<file path="config.mk">
export PLATFORM = sky130hd
export DESIGN_NAME = shift_add_mult_ctrl
export DESIGN_NICKNAME = d
export VERILOG_FILES = /design/src/rtl/shift_add_mult_ctrl.sv
export SDC_FILE = /design/constraint.sdc
export NUM_CORES = 1
export LEC_CHECK = 0
export BUFFER_PORTS_ARGS = -buffer_cell sky130_fd_sc_hd__buf_2
export CAP_MARGIN = 20
export CELL_PAD_IN_SITES_DETAIL_PLACEMENT = 0
export CELL_PAD_IN_SITES_GLOBAL_PLACEMENT = 1
export CORE_MARGIN = 4
export CORE_UTILIZATION = 45
export DETAILED_ROUTE_END_ITERATION = 8
export PLACE_DENSITY_LB_ADDON = 0.1
export SYNTH_ARGS = -nofsm -noshare
export SYNTH_HDL_FRONTEND = slang
export SYNTH_SLANG_ARGS = --single-unit
</file>
<file path="constraint.sdc">
create_clock -name clk -period 6.2 [get_ports clk]
set_input_delay 0.31 -clock clk [delete_from_list [all_inputs] [get_ports clk]]
set_output_delay 0.31 -clock clk [all_outputs]
set_load 0.03 [all_outputs]
</file>
<file path="src/rtl/shift_add_mult_ctrl.sv">
// -----------------------------------------------------------------------------
// shift_add_mult_ctrl
//
// Unsigned 8x8 -> 16-bit multiplier built from one 8-bit ripple-carry adder
// that is reused over eight add-and-shift iterations. This block owns the
// operand, accumulator and multiplier registers, the iteration counter and
// the start/busy/done handshake.
//
// Ports:
//   clk    in   1   single clock, rising edge
//   reset  in   1   synchronous, active-high
//   start  in   1   multiply request, accepted in IDLE or DONE
//   A      in   8   multiplicand, latched on acceptance
//   B      in   8   multiplier, latched on acceptance
//   P      out 16   product, registered, held until the next completed result
//   busy   out  1   high during the eight iterations
//   done   out  1   one-cycle pulse when P holds a new result
//
// State table:
//   state   | meaning
//   IDLE    | waiting for start
//   RUN     | one add-and-shift iteration per edge, eight in total
//   DONE    | P just updated; start here reloads and runs back-to-back
// -----------------------------------------------------------------------------
module shift_add_mult_ctrl (
    input  logic        clk,
    input  logic        reset,
    input  logic        start,
    input  logic [7:0]  A,
    input  logic [7:0]  B,
    output logic [15:0] P,
    output logic        busy,
    output logic        done
);

    typedef enum logic [1:0] {
        ST_IDLE = 2'd0,
        ST_RUN  = 2'd1,
        ST_DONE = 2'd2
    } state_t;

    state_t      r_state;
    state_t      w_state_nxt;

    logic [7:0]  r_m;
    logic [7:0]  r_q;
    logic [7:0]  r_acc;
    logic [2:0]  r_cnt;
    logic [15:0] r_p;

    logic        w_load;
    logic        w_step;
    logic        w_last;

    // Shared ripple-carry adder: ACC + M, carry-in tied low.
    logic [8:0]  w_carry;
    logic [7:0]  w_sum;

    assign w_carry[0] = 1'b0;

    for (genvar i = 0; i < 8; i++) begin : g_rca
        assign w_sum[i]       = r_acc[i] ^ r_m[i] ^ w_carry[i];
        assign w_carry[i + 1] = (r_acc[i] & r_m[i]) | (w_carry[i] & (r_acc[i] ^ r_m[i]));
    end

    // One iteration: conditional add into {C,ACC}, then shift {C,ACC,Q}
    // right by one. The carry C only exists between the add and the shift:
    // the shift always moves it into ACC[7] and leaves a zero behind, so it
    // never needs to survive across an edge.
    logic        w_add_c;
    logic [7:0]  w_add_acc;
    logic [7:0]  w_acc_nxt;
    logic [7:0]  w_q_nxt;

    always_comb begin
        w_add_c   = 1'b0;
        w_add_acc = r_acc;
        if (r_q[0]) begin
            w_add_c   = w_carry[8];
            w_add_acc = w_sum;
        end
        w_acc_nxt = {w_add_c, w_add_acc[7:1]};
        w_q_nxt   = {w_add_acc[0], r_q[7:1]};
    end

    always_comb begin
        w_state_nxt = r_state;
        w_load      = 1'b0;
        w_step      = 1'b0;
        w_last      = 1'b0;
        case (r_state)
            ST_IDLE: begin
                if (start) begin
                    w_load      = 1'b1;
                    w_state_nxt = ST_RUN;
                end
            end
            ST_RUN: begin
                w_step = 1'b1;
                if (r_cnt == 3'd7) begin
                    w_last      = 1'b1;
                    w_state_nxt = ST_DONE;
                end
            end
            ST_DONE: begin
                if (start) begin
                    w_load      = 1'b1;
                    w_state_nxt = ST_RUN;
                end else begin
                    w_state_nxt = ST_IDLE;
                end
            end
            default: begin
                w_state_nxt = ST_IDLE;
            end
        endcase
    end

    always_ff @(posedge clk) begin
        if (reset) begin
            r_state <= ST_IDLE;
        end else begin
            r_state <= w_state_nxt;
        end
    end

    always_ff @(posedge clk) begin
        if (reset) begin
            r_m   <= 8'd0;
            r_q   <= 8'd0;
            r_acc <= 8'd0;
            r_cnt <= 3'd0;
            r_p   <= 16'd0;
        end else if (w_load) begin
            r_m   <= A;
            r_q   <= B;
            r_acc <= 8'd0;
            r_cnt <= 3'd0;
        end else if (w_step) begin
            r_acc <= w_acc_nxt;
            r_q   <= w_q_nxt;
            r_cnt <= r_cnt + 3'd1;
            if (w_last) begin
                r_p <= {w_acc_nxt, w_q_nxt};
            end
        end
    end

    assign P    = r_p;
    assign busy = (r_state == ST_RUN);
    assign done = (r_state == ST_DONE);

endmodule
</file>
# Word-level counts from Yosys, hierarchy flattened
# Index checks and enable logic that the tools add are counted.
# totals
register_bits	45
input_bits	19
output_inout_bits	18
word_cells	69
# op_classes
add_sub_neg	1
n_reduce_logical	6
n_eq_ne	5
mux	13
bitwise_logic	38
# op_table
op	count
8-bit 2-to-1 mux	3
1-bit AND	15
1-bit bitwise XOR	15
1-bit 2-to-1 mux	7
1-bit OR	7
2-bit case mux with 3 select lines	1
2-bit 2-to-1 mux	2
2-bit OR reduction	2
3-bit by 1-bit adder with 3-bit output, second input constant	1
3-bit == test, second input constant	1
3-bit AND reduction	1
2-bit by 1-bit == test with 1-bit output, second input constant	1
2-bit == test, second input constant	1
2-bit logical NOT	1
2-bit by 1-bit inequality test with 1-bit output, second input constant	1
2-bit inequality test, second input constant	1
2-bit AND reduction	1
2-bit nonzero test	1
1-bit NOT	1

# Longest topological paths before layout
# depth
word_depth	17
mapped_depth	12
ltp_nobuf	12

# Least setup slack after synthesis
# OpenSTA, ideal clock, no wires.
# synth_path
path_kind	register -> register
start	reg r_m[0]
end	reg r_acc[6]
n_path_buf	0
arrival_ns	3.356
stages_incl_launch_ff	13
setup_ns	0.079
slack_ns	2.764
required_time_ns	6.121
synth_period_minus_slack_ns	3.436
path_cell_list	dfxtp_1 ha_1 fa_1 fa_1 fa_1 fa_1 inv_1 fa_1 inv_1 fa_1 fa_1 mux2i_1 a211oi_2
# synth_between
elab_chain_cells	15
# synth_lines
element	line	rtl
start, declared	45	logic [7:0] r_m;
start signal, assigned	129	r_m <= 8'd0;
start signal, assigned	135	r_m <= A;
1-bit AND (2 in series)	63	assign w_carry[i + 1] = (r_acc[i] & r_m[i]) | (w_carry[i] & (r_acc[i] ^ r_m[i]));
1-bit OR	63	
1-bit AND	63	
1-bit OR	63	
1-bit AND	63	
1-bit OR	63	
1-bit AND	63	
1-bit OR	63	
1-bit AND	63	
1-bit OR	63	
1-bit AND	63	
1-bit OR	63	
1-bit bitwise XOR	62	assign w_sum[i] = r_acc[i] ^ r_m[i] ^ w_carry[i];
8-bit 2-to-1 mux	78	if (r_q[0]) begin
end signal, assigned	140	r_acc <= w_acc_nxt;
end, declared	47	logic [7:0] r_acc;
# Every way passes these cells.
# A chain may end at the register's enable or synchronous reset.

# Worst setup path after layout
# layout_path
start	reg r_m[0]
end	reg r_p[14], in the netlist P[14]
# layout_between
elab_chain_cells	15
# layout_lines
element	line	rtl
1-bit AND (2 in series)	63	
1-bit OR	63	
1-bit AND	63	
1-bit OR	63	
1-bit AND	63	
1-bit OR	63	
1-bit AND	63	
1-bit OR	63	
1-bit AND	63	
1-bit OR	63	
1-bit AND	63	
1-bit OR	63	
1-bit bitwise XOR	62	
8-bit 2-to-1 mux	78	
end signal, assigned	144	r_p <= {w_acc_nxt, w_q_nxt};
end, declared	49	logic [15:0] r_p;
# Every way passes these cells.

==> metrics.json <==
{
  "detailedPlacementHpwl_um": 2750,
  "r2r_start": "r_m[0]$_SDFFE_PP0P_",
  "num_antenna_cells": 0,
  "cellPowerDensity_nw_per_um2": 251,
  "layout_commonest_cell": "sky130_fd_sc_hd__dfxtp_1",
  "tritoncts": "built",
  "grt_start_max_net_pins": 28,
  "max_freq_mhz": 277,
  "max_slew_margin": 0.503,
  "yosys_warnings": 0,
  "worst_ir_drop_vdd_mv": 0.133,
  "drt-initial-drc-count": 104,
  "detail-route-antenna-nets": 0,
  "grt_antenna_before_repair": 0,
  "initial_core_util": 0.471,
  "finalNetCount": 246,
  "max_cap_violations": 0,
  "number_of_flops_mapped_to_enable_cells_by_yosys": 0,
  "combined_global_route_utilization_of_all_metal_layers": 0.166,
  "timing_worst_slew_pin_value_ps": 746,
  "cp.required_ps": 6370,
  "timing.rr.end": "P[14]$_SDFFE_PP0P_",
  "coreArea_um2": 4060,
  "finalCriticalPeriod_ps": 3610,
  "rows": 23,
  "ctsLongestPathBuffers": 2,
  "cts_buffers": 5,
  "ctsRootBufferMaster": "sky130_fd_sc_hd__clkbuf_8",
  "global_route.usage.met2": 0.269,
  "routed_wire_length_um": 4000,
  "floorplan.io_pins": 37,
  "timing.critical_path.from_type": "flop",
  "run_status": "finished clean",
  "h-tree-depth": 2,
  "port_buffers": 36,
  "synthFlopType": "sky130_fd_sc_hd__dfxtp_1",
  "synth.avg_cell_area_um2": 10.3,
  "path_class": "reg2reg",
  "final_hold_viols": 0,
  "final.period_utilization": 0.582,
  "syn-num-nets": 215,
  "die_width_um": 73.2,
  "timing.critical_path.slowest_stage_cell": "sky130_fd_sc_hd__fa_1",
  "cp_max_fo": 2,
  "via_count": 1455,
  "clk_transition_reported_paths_ps": 80,
  "chipHeight_um": 73.2,
  "power.static_leakage_nw": 0.875,
  "floorplan.die_area_um2": 5350,
  "postCtsResizedCells": 0,
  "min-delay-start": "A[2]",
  "whs_path_depth": 3,
  "rsz0062_at_grt": "false",
  "worstHoldEndpoint": "r_m[2]$_SDFFE_PP0P_",
  "ctsHoldBuffers": 0,
  "netlist_instances": 186,
  "most_frequent_cells_in_the_layout": "45 x sky130_fd_sc_hd__dfxtp_1, 36 x sky130_fd_sc_hd__buf_2, 24 x sky130_fd_sc_hd__nand2_1",
  "drt_drc_violations_left": 0,
  "global_route.peak_usage_layer": "met2",
  "detail_route.first_pass.iterations": 4,
  "timing.setup.tns_ps": 0,
  "critPathBufInv": 2,
  "final.fill_count": 392,
  "timing.critical_path.cells": "ha_1, fa_1, fa_1, fa_1, fa_1, inv_1, fa_1, inv_1, fa_1, fa_1, mux2i_1, o2bb2ai_1",
  "post-cts-setup-buffers": 0,
  "crit_path_frequent_cell": "sky130_fd_sc_hd__fa_1",
  "critical_path_end_type": "flop",
  "timing.critical_path.max_delay_family": "adder cells",
  "ys_types": 32,
  "asyncSetResetFlopFracSynth": 0,
  "design_power_total_w": 0.000539,
  "avgViaCountPerCell": 5.43,
  "setup_violations": 0,
  "clk_latency_ps": 290,
  "layout-drive-gt1-share": 0.234,
  "met3_usage": 0.0496,
  "cts.sinks": 45,
  "gp_congestion": 0.744,
  "globalRouteOverflowTotal": 0,
  "synth_sequential_area_ratio": 0.472,
  "crit_arrival_ps": 3770,
  "finalClockSkew_ps": 4.74,
  "timing.critical_path.slowest_cell_delay_ps": 430,
  "drv_slew": 0,
  "r2r_slack_ps": 2590,
  "grt_pass1_vias": 1444,
  "seq_cells_post_synth": 45,
  "syn2layout_area_growth_pct": 12.4,
  "globalRouteMet1Util": 0.211,
  "grt_pass1_wl_um": 6760,
  "hold_class": "in2reg",
  "worst_r2r_path_depth": 12,
  "drt-wirelength-per-cell_um": 14.9,
  "mappedNetlistArea_um2": 1910
}
flip-flops by register name, summed over array words and instances, names as in the netlist:
signal	flops
P	16
r_acc	8
r_cnt	3
r_m	8
r_q	8
r_state	2
synth_stat cells (3+ instances only):
cell type | number | area (um^2)
sky130_fd_sc_hd__dfxtp_1 | 45 | 901
sky130_fd_sc_hd__nand2_1 | 24 | 90.1
sky130_fd_sc_hd__a21oi_1 | 21 | 105
sky130_fd_sc_hd__nand3_1 | 9 | 45.0
sky130_fd_sc_hd__nor2_1 | 9 | 33.8
sky130_fd_sc_hd__a22o_1 | 8 | 70.1
sky130_fd_sc_hd__a22oi_1 | 7 | 52.6
sky130_fd_sc_hd__fa_1 | 7 | 140
sky130_fd_sc_hd__mux2i_1 | 7 | 70.1
sky130_fd_sc_hd__o2bb2ai_1 | 7 | 61.3
sky130_fd_sc_hd__a211oi_2 | 5 | 62.6
sky130_fd_sc_hd__buf_2 | 4 | 20.0
sky130_fd_sc_hd__buf_6 | 4 | 45.0
sky130_fd_sc_hd__inv_1 | 4 | 15.0
sky130_fd_sc_hd__buf_4 | 3 | 22.5
sky130_fd_sc_hd__ha_1 | 3 | 37.5
sky130_fd_sc_hd__nand2b_1 | 3 | 18.8
through the flow:
step	hold WS [ps]	util	area (um^2)	setup WS, ps	instances
after floorplan	436	-	1910	2760	186
after global placement	442	0.507	2060	2680	259
after detailed placement	442	0.510	2070	2570	260
after CTS	241	0.529	2150	2560	268
after global routing	248	0.529	2150	2420	268
final	248	0.529	2150	2590	268
final cells by class:
class                           count  area (um^2)  share of cell area
Sequential cell                    45          901               0.419
Timing Repair Buffer               37          191              0.0891
Clock buffer                        8         80.1              0.0373
Multi-Input combinational cell    122          883               0.411
Inverter                            6         30.0              0.0140
Tap cell                           50         62.6              0.0291
where the power goes:
group	total (W)	switching, W	internal [W]
Sequential	0.000310	0.0000107	0.000299
Clock	0.000172	0.0000923	0.0000802
Combinational	0.0000563	0.0000349	0.0000214
Total	0.000539	0.000138	0.000401
worst max path at each step:
stage	from	to	slack [ps]	cells after the start
finish	r_m[0]$_SDFFE_PP0P_	P[14]$_SDFFE_PP0P_	2590	12
global route	r_m[0]$_SDFFE_PP0P_	r_acc[6]$_SDFFE_PP0P_	2420	12
floorplan	r_m[0]$_SDFFE_PP0P_	r_acc[6]$_SDFFE_PP0P_	2760	12
detailed placement	r_m[0]$_SDFFE_PP0P_	P[14]$_SDFFE_PP0P_	2570	12
CTS	r_m[0]$_SDFFE_PP0P_	P[14]$_SDFFE_PP0P_	2560	12
global placement	r_m[0]$_SDFFE_PP0P_	r_acc[6]$_SDFFE_PP0P_	2680	12
worst register-to-register path, delay by kind of cell (launching register included):
family	cells	cell delay, ps
multiplexers	1	240
adder cells (fa/ha/maj)	8	2700
flip-flops	1	320
AO/OA/AOI/OAI	1	120
buffers and inverters	2	120
per-layer routing:
layer | up-vias | part of all wire
met5 | - | 0
met4 | 0 | 0.013
li1 | 716 | -
met3 | 7 | 0.063
met2 | 43 | 0.49
met1 | 689 | 0.43
cells by family (layout without fill, tap and decap cells):
group / count (synthesis) / in the layout / share of synthesized area
xor gates and xnor gates: 1 / 1 / 0.00458
adders and majority gates: 10 / 10 / 0.0930
and+or+nand+nor: 51 / 51 / 0.120
muxes: 7 / 7 / 0.0367
AOI/OAI and AO/OA: 53 / 53 / 0.208
buffers and inverters: 19 / 51 / 0.0661
DFF: 45 / 45 / 0.472
Note: power is estimated with default switching activity, not from simulation.
